$ cat src/rtl/vga_tile_timing.sv
// Raster timing generator with incremental tile/pixel/upscale decomposition.
// All outputs are registered from next-state values so they track the counters.
module vga_tile_timing #(
  parameter int H_VISIBLE = 640,
  parameter int H_FRONT   = 16,
  parameter int H_SYNC    = 96,
  parameter int H_BACK    = 48,
  parameter int V_VISIBLE = 480,
  parameter int V_FRONT   = 10,
  parameter int V_SYNC    = 2,
  parameter int V_BACK    = 33,
  parameter int UPSCALE   = 5,
  parameter int TILE_SIZE = 8,
  parameter bit SYNC_POL  = 1'b0
) (
  input  logic       clk,
  input  logic       reset,
  input  logic       pix_en,
  output logic [9:0] counter_H,
  output logic [9:0] counter_V,
  output logic       hsync,
  output logic       vsync,
  output logic       display_on,
  output logic [3:0] tile_h,
  output logic [3:0] tile_v,
  output logic [2:0] pix_col,
  output logic [2:0] pix_row,
  output logic [2:0] up_h,
  output logic [2:0] up_v,
  output logic       line_start,
  output logic       frame_start
);

  localparam int H_TOTAL = H_VISIBLE + H_FRONT + H_SYNC + H_BACK;
  localparam int V_TOTAL = V_VISIBLE + V_FRONT + V_SYNC + V_BACK;

  localparam logic [9:0] H_MAX  = 10'(H_TOTAL - 1);
  localparam logic [9:0] V_MAX  = 10'(V_TOTAL - 1);
  localparam logic [9:0] H_VIS  = 10'(H_VISIBLE);
  localparam logic [9:0] V_VIS  = 10'(V_VISIBLE);
  localparam logic [9:0] HS_BEG = 10'(H_VISIBLE + H_FRONT);
  localparam logic [9:0] HS_END = 10'(H_VISIBLE + H_FRONT + H_SYNC - 1);
  localparam logic [9:0] VS_BEG = 10'(V_VISIBLE + V_FRONT);
  localparam logic [9:0] VS_END = 10'(V_VISIBLE + V_FRONT + V_SYNC - 1);
  localparam logic [2:0] UP_MAX = 3'(UPSCALE - 1);
  localparam logic [2:0] PX_MAX = 3'(TILE_SIZE - 1);
  localparam logic       S_ON   = SYNC_POL;
  localparam logic       S_OFF  = ~SYNC_POL;

  logic [9:0] counter_h_q, counter_h_d;
  logic [9:0] counter_v_q, counter_v_d;
  logic [3:0] tile_h_q, tile_h_d, tile_v_q, tile_v_d;
  logic [2:0] pix_col_q, pix_col_d, pix_row_q, pix_row_d;
  logic [2:0] up_h_q, up_h_d, up_v_q, up_v_d;
  logic       hsync_q, hsync_d, vsync_q, vsync_d;
  logic       display_on_q, display_on_d;
  logic       line_start_q, line_start_d;
  logic       frame_start_q, frame_start_d;
  logic       h_wrap, v_wrap;

  always_comb begin
    counter_h_d   = counter_h_q;
    counter_v_d   = counter_v_q;
    tile_h_d      = tile_h_q;
    tile_v_d      = tile_v_q;
    pix_col_d     = pix_col_q;
    pix_row_d     = pix_row_q;
    up_h_d        = up_h_q;
    up_v_d        = up_v_q;
    hsync_d       = hsync_q;
    vsync_d       = vsync_q;
    display_on_d  = display_on_q;
    line_start_d  = line_start_q;
    frame_start_d = frame_start_q;
    h_wrap        = counter_h_q == H_MAX;
    v_wrap        = counter_v_q == V_MAX;

    if (pix_en) begin
      counter_h_d = h_wrap ? '0 : counter_h_q + 10'd1;
      if (h_wrap) begin
        counter_v_d = v_wrap ? '0 : counter_v_q + 10'd1;
      end

      // up -> pixel -> tile carry chain, parked at 0 outside the visible span
      if (counter_h_d == '0 || counter_h_d >= H_VIS) begin
        tile_h_d  = '0;
        pix_col_d = '0;
        up_h_d    = '0;
      end else if (up_h_q != UP_MAX) begin
        up_h_d = up_h_q + 3'd1;
      end else begin
        up_h_d = '0;
        if (pix_col_q != PX_MAX) begin
          pix_col_d = pix_col_q + 3'd1;
        end else begin
          pix_col_d = '0;
          tile_h_d  = tile_h_q + 4'd1;
        end
      end

      if (h_wrap) begin
        if (counter_v_d == '0 || counter_v_d >= V_VIS) begin
          tile_v_d  = '0;
          pix_row_d = '0;
          up_v_d    = '0;
        end else if (up_v_q != UP_MAX) begin
          up_v_d = up_v_q + 3'd1;
        end else begin
          up_v_d = '0;
          if (pix_row_q != PX_MAX) begin
            pix_row_d = pix_row_q + 3'd1;
          end else begin
            pix_row_d = '0;
            tile_v_d  = tile_v_q + 4'd1;
          end
        end
      end

      display_on_d  = (counter_h_d < H_VIS) && (counter_v_d < V_VIS);
      line_start_d  = counter_h_d == '0;
      frame_start_d = line_start_d && (counter_v_d == '0);
      hsync_d = (counter_h_d >= HS_BEG && counter_h_d <= HS_END) ? S_ON : S_OFF;
      vsync_d = (counter_v_d >= VS_BEG && counter_v_d <= VS_END) ? S_ON : S_OFF;
    end
  end

  always_ff @(posedge clk or negedge reset) begin
    if (!reset) begin
      counter_h_q   <= H_MAX;
      counter_v_q   <= V_MAX;
      tile_h_q      <= '0;
      tile_v_q      <= '0;
      pix_col_q     <= '0;
      pix_row_q     <= '0;
      up_h_q        <= '0;
      up_v_q        <= '0;
      hsync_q       <= S_OFF;
      vsync_q       <= S_OFF;
      display_on_q  <= 1'b0;
      line_start_q  <= 1'b0;
      frame_start_q <= 1'b0;
    end else begin
      counter_h_q   <= counter_h_d;
      counter_v_q   <= counter_v_d;
      tile_h_q      <= tile_h_d;
      tile_v_q      <= tile_v_d;
      pix_col_q     <= pix_col_d;
      pix_row_q     <= pix_row_d;
      up_h_q        <= up_h_d;
      up_v_q        <= up_v_d;
      hsync_q       <= hsync_d;
      vsync_q       <= vsync_d;
      display_on_q  <= display_on_d;
      line_start_q  <= line_start_d;
      frame_start_q <= frame_start_d;
    end
  end

  assign counter_H   = counter_h_q;
  assign counter_V   = counter_v_q;
  assign tile_h      = tile_h_q;
  assign tile_v      = tile_v_q;
  assign pix_col     = pix_col_q;
  assign pix_row     = pix_row_q;
  assign up_h        = up_h_q;
  assign up_v        = up_v_q;
  assign hsync       = hsync_q;
  assign vsync       = vsync_q;
  assign display_on  = display_on_q;
  assign line_start  = line_start_q;
  assign frame_start = frame_start_q;

endmodule

$ cat config.mk
export PLATFORM = sky130hd
export DESIGN_NAME = vga_tile_timing
export DESIGN_NICKNAME = d
export VERILOG_FILES = /design/src/rtl/vga_tile_timing.sv
export SDC_FILE = /design/constraint.sdc
export NUM_CORES = 1
export LEC_CHECK = 0
export CORE_AREA = 3 3 86 88
export CTS_CLUSTER_SIZE = 10
export DETAILED_ROUTE_END_ITERATION = 6
export DIE_AREA = 0 0 89 91
export DONT_BUFFER_PORTS = 1
export PLACE_DENSITY = 0.62
export REMOVE_ABC_BUFFERS = 1
export SYNTH_ARGS = -nofsm -noshare
export SYNTH_HDL_FRONTEND = slang
export SYNTH_SLANG_ARGS = --single-unit
$ cat constraint.sdc
create_clock -name clk -period 4.58 [get_ports clk]
set_input_delay 0.687 -clock clk [delete_from_list [all_inputs] [get_ports clk]]
set_output_delay 0.687 -clock clk [all_outputs]
set_load 0.01 [all_outputs]
# Word level (Yosys, flattened, before mapping)
# Cells that the tools add are included.
[op_classes]
n_addsub = 8
magnitude_cmp = 8
n_eq_ne = 10
mux = 22
reduce_logical = 13
[ops]
columns = ["operator", "count"]
rows = [
  ["$mux 10", 4],
  ["$mux 3", 10],
  ["$mux 4", 6],
  ["$add 10x1->10 const B", 2],
  ["$eq 10x10->1 const B", 2],
  ["$ge 10x10->1 const B", 2],
  ["$ge 10x9->1 const B", 2],
  ["$logic_not 10->1", 2],
  ["$add 3x1->3 const B", 4],
  ["$ne 3x3->1 const B", 4],
  ["$le 10x10->1 const B", 1],
  ["$le 10x9->1 const B", 1],
  ["$lt 10x10->1 const B", 1],
  ["$lt 10x9->1 const B", 1],
  ["$add 4x1->4 const B", 2],
  ["$ne 2x2->1 const B", 4],
  ["$reduce_and 3->1", 2],
  ["$logic_and 1x1->1", 4],
  ["$reduce_and 2->1", 2],
  ["$reduce_and 4->1", 1],
  ["$logic_or 1x1->1", 2],
  ["$mux 1", 2],
]
[word_totals]
register_bits = 45
output_inout_bits = 45
wordCells = 74

# Logic depth before layout (Yosys ltp)
# Gate-level depths: netlist (run 1).
[depth]
ltp_word = 8
depth_mapped = 10

# Worst setup path after synthesis (run 1)
# No wires, ideal clock.
[synth_timing]
kind = "register to register"
startpoint = "register counter_h_q[1] (netlist: counter_H[1])"
endpoint = "register tile_v_q[3] (netlist: tile_v[3])"
arrival_ps = 2690
slack_ps = 1764
stages_incl_launch_ff = 10
cell_sequence = "dfstp_2 > ha_1 > and4_1 > buf_2 > nand3_2 > o41ai_2 > o31ai_1 > nor4b_4 > nor3_2 > a221o_1"
[synth_via]
elab_chain_cells = 7
[synth_lines]
columns = ["item", "line_no", "rtl"]
rows = [
  ["start: declaration", "50", "logic [9:0] counter_h_q, counter_h_d;"],
  ["start signal: assignment", "143", "counter_h_q <= counter_h_d;"],
  ["$eq 10x10->1 (*)", "75", "h_wrap = counter_h_q == H_MAX;"],
  ["$mux 10", "80", "if (h_wrap) begin"],
  ["$mux 10", "78", "if (pix_en) begin"],
  ["$ge 10x9->1 or $logic_not 10->1 (tied branches)", "102", "if (counter_v_d == '0 || counter_v_d >= V_VIS) begin"],
  ["$logic_or 1x1->1", "102", ""],
  ["$ne 2x2->1 (no source line)", "--", ""],
  ["$reduce_and 4->1 (no source line)", "--", ""],
  ["end signal: assignment", "146", "tile_v_q <= tile_v_d;"],
  ["end: declaration", "52", "logic [3:0] tile_h_q, tile_h_d, tile_v_q, tile_v_d;"],
]
# Mark *: on every way between the ends. The rest lies on a longest branch, timed or not. The select of a mux whose other input is x is not followed.
# A chain may end at the register's enable or synchronous reset.

# Worst setup path in the final report (run 1)
[layout_timing]
startpoint = "register counter_h_q[1] (netlist: counter_H[1])"
endpoint = "register up_v_q[2] (netlist: up_v[2])"
[layout_via]
elab_chain_cells = 6
[layout_lines]
columns = ["item", "line_no", "rtl"]
rows = [
  ["$eq 10x10->1 (*)", "75", ""],
  ["$mux 10", "80", ""],
  ["$mux 10", "78", ""],
  ["$ge 10x9->1 or $logic_not 10->1 (tied branches)", "102", ""],
  ["$logic_or 1x1->1", "102", ""],
  ["$mux 3", "102", ""],
  ["end signal: assignment", "150", "up_v_q <= up_v_d;"],
  ["end: declaration", "54", "logic [2:0] up_h_q, up_h_d, up_v_q, up_v_d;"],
]
# Marks and branches as above.

==> results.json, run 1 <==
{
  "status": "complete, no violations",
  "clk_path_buf_depth": 2,
  "syn2layout_area_growth_pct": 2.979,
  "grt.met1_usage_pct": 24.66,
  "cts_made_buffers": 5,
  "setup_viol": 0,
  "drtPass1Iterations": 4,
  "grt_pass1_wl_um": 11680,
  "drv_slew": 0,
  "grt_antenna_before_repair": 0,
  "postCtsSetupRepairBufs": 0,
  "synth_edf_count": 0,
  "antenna_left": 0,
  "fin_tns_setup_ns": 0,
  "synth_area_leaders": "dfrtp_1 27%, dfstp_2 10%, ha_1 6.2%",
  "synth_common_cells": "36 x nand2_1, 33 x dfrtp_1, 26 x nor2_1",
  "p_leak_nw": 1.225,
  "cts_resized": 0,
  "worst_pin_slew_ns": 0.7100,
  "min_period_over_period_pct": 73.67,
  "post_synth_num_cell_types": 57,
  "final_util_pct": 46.35,
  "grt_pass1_vias": 2332,
  "yosys.area.top_type": "dfrtp_1",
  "hold_viol": 0,
  "h-tree-depth": 2,
  "cp-start-kind": "flip-flop",
  "yosysSeqAreaShare_pct": 37.73,
  "end_kind": "flip-flop",
  "finalClockSkew_ns": 0.008398,
  "grtUsageMet3_pct": 6.443,
  "hpwl_um": 4935,
  "yosys.area_share.simple_pct": 24.33,
  "period_minus_slack_ns": 3.374,
  "final_nets": 343,
  "fmax_mhz": 296.4,
  "wire_per_inst_um": 17.02,
  "totalWireLength_um": 6909,
  "relSlewSlack_pct": 52.49,
  "drive_gt1_share_pct": 11.04,
  "pwr_density_cell_mw_per_mm2": 365.2,
  "irDropWorstVdd_v": 0.0001479,
  "maxCapViolCount": 0,
  "drtIter0Drc": 89,
  "yosysTopAreaCellShare_pct": 27.31,
  "synth_compound_area_share_pct": 20.23,
  "via_per_inst": 6.175,
  "drc": 0,
  "ys.warnings.count": 0,
  "row_count": 30,
  "clock-root-buffer": "clkbuf_8",
  "setup.worst_path.class": "reg -> reg",
  "die_h_um": 91,
  "start_util_pct": 45.01,
  "grt_usage_pct": 17.91,
  "synth_xor_area_share_pct": 5.213,
  "synth-seq-cells": 45,
  "cts_hold_buf": 0,
  "die-width_um": 89,
  "synth_top_family_by_area": "simple AND/OR/NAND/NOR gates",
  "antennaDiodeCount": 0,
  "grt-ovfl-total": 0,
  "synth.mux.area_fraction_pct": 0.7034,
  "dieArea_mm2": 0.008099,
  "grtUsageMet2_pct": 26.24,
  "busiest_layer": "met2",
  "clk-insertion-delay-late_ns": 0.30,
  "grt_max_degree": 46,
  "synthArstFlopShare_pct": 100.0,
  "core_area_mm2": 0.006719,
  "synth.avg_cell_area_um2": 8.843,
  "finalPower_mw": 1.137,
  "ios": 48,
  "io_buffers": 0,
  "holdWs_ns": 0.07039,
  "yosysMostFrequentCell": "nand2_1",
  "synth_fa_ha_area_share_pct": 6.206,
  "cp_max_fo": 18,
  "vias": 2507,
  "cp.required_ns": 4.77,
  "finalNonFillerCells": 406,
  "synth_cells": 342,
  "netlist_area_mm2": 0.003024,
  "cts_tree": "built",
  "cts_sinks": 45,
  "cts.reportedPaths.clkPinSlew_ns": 0.10,
  "dp_cells": 398,
  "ys.flop_type": "dfrtp_1",
  "min_path_type": "in -> async",
  "grt_setup_unrepaired": "false",
  "routabilityCongestion": 0.8347,
  "critPathArrivalTime_ns": 3.56
}
stage by stage:
step | instance area [µm²] | setup WS (ns)
finish | 3114 | 1.206
detailed placement | 3023 | 1.188
floorplan | 2923 | 1.636
CTS | 3114 | 1.157
global route | 3114 | 0.8656
global placement | 3023 | 1.260
worst max-delay path: stages, from the launching register on:
cell and delay, ns:
dfstp_2 0.63, ha_1 0.24, and4_1 0.37, nand3_2 0.35, o41ai_2 0.43, o31ai_1 0.16, nor4b_4 0.61, nor4_2 0.19
a31o_2 0.28
report_power, final:
group          internal [mW]  leakage, nW  switching, mW
registers              0.478        0.551          0.155
logic                  0.126        0.626          0.122
clock network          0.109       0.0481          0.148
final timing paths:
| kind | from | cells past startpoint | slack [ns] | end |
|---|---|---|---|---|
| worst max-delay path | counter_H[1]$_DFFE_PN1P_ | 8 | 1.21 | up_v[2]$_DFFE_PN0P_ |
| min in group clk | pix_en | 1 | 0.43 | counter_H[8]$_DFFE_PN1P_ |
| worst min register to register | vsync$_DFFE_PN1P_ | 2 | 0.53 | vsync$_DFFE_PN1P_ |
| max in group asynchronous | reset | 0 | 4.31 | counter_V[2]$_DFFE_PN1P_ |
| worst min-delay path | reset | 0 | 0.07 | up_h[2]$_DFFE_PN0P_ |
| worst max register to register | counter_H[1]$_DFFE_PN1P_ | 8 | 1.21 | up_v[2]$_DFFE_PN0P_ |
routing by layer:
metal,vias to the layer above,part of all wire (%)
li1,1207,-
met3,8,8.3
met1,1212,43
met2,80,47
met5,-,0
met4,0,1.4
logic make-up (layout without fill, tap and decap cells):
| kind of cell | count (synthesis) | count (layout) |
|---|---|---|
| adder cells (fa/ha/maj) | 15 | 15 |
| AND/OR/NAND/NOR | 135 | 135 |
| XOR/XNOR | 18 | 18 |
| multiplexers | 2 | 2 |
| flip-flops | 45 | 45 |
| buffers and inverters | 42 | 26 |
| AO/OA/AOI/OAI | 85 | 85 |
state kept, by name, summed over array words and instances (netlist names):
register and cells:
tile_v 4, counter_V 10, vsync 1, display_on 1, pix_row 3, counter_H 10
frame_start 1, up_h 3, line_start 1, hsync 1, pix_col 3, up_v 3
tile_h 4
cells in the final DEF (no fill, tap or decap), drive strengths merged, types with 5 or more instances in the layout:
cell / count
and3: 10
ha: 15
nor3: 16
dfrtp: 33
clkbuf: 5
nor2: 26
nand3: 18
inv: 18
nand2: 36
nand4: 7
a22o: 5
o21ai: 18
o41ai: 6
xnor2: 14
dfstp: 12
o31ai: 5
a21oi: 13
area by class of cell:
| class | count | area, µm² |
|---|---|---|
| Tap cell | 80 | 100.1 |
| Sequential cell | 45 | 1141 |
| Fill cell | 651 | 3605 |
| Clock inverter | 3 | 22.52 |
| Inverter | 18 | 67.56 |
| Clock buffer | 5 | 68.82 |
| Multi-Input combinational cell | 255 | 1714 |
No activity file was read; power rests on OpenSTA's default activity.
==> run 2, diff against run 1 <==
--- a/config.mk
+++ b/config.mk
@@ -10,7 +10,7 @@
 export DETAILED_ROUTE_END_ITERATION = 6
 export DIE_AREA = 0 0 89 91
 export DONT_BUFFER_PORTS = 1
-export PLACE_DENSITY = 0.62
+export PLACE_DENSITY = 0.64
 export REMOVE_ABC_BUFFERS = 1
 export SYNTH_ARGS = -nofsm -noshare
 export SYNTH_HDL_FRONTEND = slang
==> constraint.sdc (replaced) <==
create_clock -name clk -period 3.1 [get_ports clk]
set_input_delay 0.465 -clock clk [delete_from_list [all_inputs] [get_ports clk]]
set_output_delay 0.465 -clock clk [all_outputs]
set_load 0.01 [all_outputs]
==> run 2 against run 1 <==
  * Register-to-register slack lost 0.99 ns
  * Combinational power increased by 93%
  * Critical endpoint is now tile_v[2]$_DFFE_PN0P_
  * Die area unchanged
  * Global-route usage up 1.1 points
  * Clock power is 55% higher
  * Clock-buffer cell count stayed put
  * Sequential power grew 40%
  * Cell count increased by 6.2%
  * Critical path depth grew 2
==> results.json, run 2 (synthesized netlist as in run 1, its figures left out) <==
{
  "cts_sinks": 45,
  "hold_viol": 0,
  "row_count": 30,
  "maxCapViolCount": 0,
  "cp-start-kind": "flip-flop",
  "grt_pass1_vias": 2486,
  "totalWireLength_um": 7395,
  "finalClockSkew_ns": 0.01171,
  "cp_max_fo": 8,
  "irDropWorstVdd_v": 0.0002286,
  "period_minus_slack_ns": 2.884,
  "final.setup.worst_slack_ns": 0.2162,
  "setup.worst_path.class": "reg -> reg",
  "start_util_pct": 45.01,
  "h-tree-depth": 2,
  "cp.required_ns": 3.36,
  "p_seq_share_pct": 50.4,
  "grt-ovfl-total": 0,
  "setup_viol": 0,
  "syn2layout_area_growth_pct": 10.18,
  "fin_tns_setup_ns": 0,
  "wire_per_inst_um": 17.16,
  "pwr_density_cell_mw_per_mm2": 528.8,
  "p_sw_share_pct": 38.38,
  "finalPower_mw": 1.762,
  "status": "complete, no violations",
  "vias": 2612,
  "drtPass1Iterations": 4,
  "grt_usage_pct": 19.00,
  "grt_antenna_before_repair": 0,
  "drc": 0,
  "cts_tree": "built",
  "switching_power_uw": 676.3,
  "grt_max_degree": 46,
  "drive_gt1_share_pct": 17.38,
  "final_nets": 368,
  "dieArea_mm2": 0.008099,
  "clk-insertion-delay-late_ns": 0.31,
  "drv_slew": 0,
  "die_h_um": 91,
  "ios": 48,
  "fmax_mhz": 346.8,
  "nFillCells": 639,
  "io_buffers": 0,
  "clk_path_buf_depth": 2,
  "internal_power_mw": 1.086,
  "drtIter0Drc": 122,
  "relSlewSlack_pct": 65.66,
  "p_leak_nw": 1.356,
  "power_frac_clock_pct": 22.6,
  "antenna_left": 0,
  "worst_pin_slew_ns": 0.5086,
  "min_period_over_period_pct": 93.03,
  "critPathArrivalTime_ns": 3.14,
  "core_area_mm2": 0.006719,
  "grt_setup_unrepaired": "false",
  "routabilityCongestion": 0.8814,
  "final_common_cell": "nand2_1",
  "cts_made_buffers": 5,
  "via_per_inst": 6.060,
  "cts.reportedPaths.clkPinSlew_ns": 0.10,
  "clock-root-buffer": "clkbuf_8",
  "postCtsSetupRepairBufs": 0,
  "end_kind": "flip-flop",
  "antennaDiodeCount": 0,
  "pre_cts_slack_ns": 0.2607,
  "grt_pass1_wl_um": 12300,
  "pwr-share-comb_pct": 27.0,
  "min_path_type": "in -> reg",
  "hpwl_um": 5203,
  "final_cell_mix": "36 x nand2_1, 33 x dfrtp_1, 26 x nor2_1, 23 x buf_4, 18 x inv_1",
  "die-width_um": 89
}
[run 2: cell type report]
class,instances,area [µm²],area share [%]
multi-input cells,255,1719,51.60
clock inverters,3,25.02,0.7510
repair buffers,25,210.2,6.309
well taps,80,100.1,3.004
inverters,18,67.56,2.028
clock buffers,5,68.82,2.065
flip-flops and latches,45,1141,34.25
[run 2: worst max-delay path, cell delays in order (launching register included)]
cell	delay, ns
dfstp_2	0.63
ha_1	0.19
and4_1	0.24
nand3_2	0.21
buf_4	0.23
o311ai_0	0.33
a21o_1	0.21
nor3_2	0.08
buf_4	0.17
o41ai_1	0.35
a22o_1	0.18
[run 2: worst paths after layout]
path | startpoint | end | slack [ns] | cells after the start
max | counter_H[1]$_DFFE_PN1P_ | tile_v[2]$_DFFE_PN0P_ | 0.22 | 10
min | pix_en | counter_H[8]$_DFFE_PN1P_ | 0.20 | 1
max reg2reg | counter_H[1]$_DFFE_PN1P_ | tile_v[2]$_DFFE_PN0P_ | 0.22 | 10
min reg2reg | vsync$_DFFE_PN1P_ | vsync$_DFFE_PN1P_ | 0.54 | 2
max in group asynchronous | reset | counter_V[2]$_DFFE_PN1P_ | 2.15 | 2
min in group asynchronous | reset | counter_H[6]$_DFFE_PN0P_ | 0.66 | 2
[run 2: power groups by stage]
stage                     combinational, mW  sequential (mW)  clock [mW]
after detailed placement              0.455            0.899           0
after global routing                  0.545            0.906       0.434
after floorplan                       0.311            0.898           0
final                                 0.476            0.887       0.399
after global placement                0.452            0.896           0
after CTS                             0.476            0.888       0.414
[run 2: routing by layer]
layer	track usage (%)	part of all wire, %	vias up
li1	-	-	1259
met1	25.80	45	1256
met2	29.39	46	84
met3	5.626	7.7	13
met4	5.087	1.4	0
met5	0	0	-
[run 2: through the flow]
| step | hold WS, ns | cells | area (µm²) | util, % |
|---|---|---|---|---|
| detailed placement | 0.1714 | 421 | 3196 | 47.56 |
| finish | 0.2033 | 431 | 3332 | 49.59 |
| global route | 0.1815 | 431 | 3332 | 49.59 |
| floorplan | 0.1694 | 318 | 2923 | - |
| global placement | 0.1714 | 421 | 3196 | 47.56 |
| CTS | 0.1890 | 431 | 3327 | 49.52 |
[run 2: what timing repair did]
| item | CTS | global route |
|---|---|---|
| hold buffers | 2 | 0 |
| endpoints found under the setup margin | 0 | 1 |
| gates resized for setup | 0 | 1 |
| hold endpoints to repair | 45 | 0 |
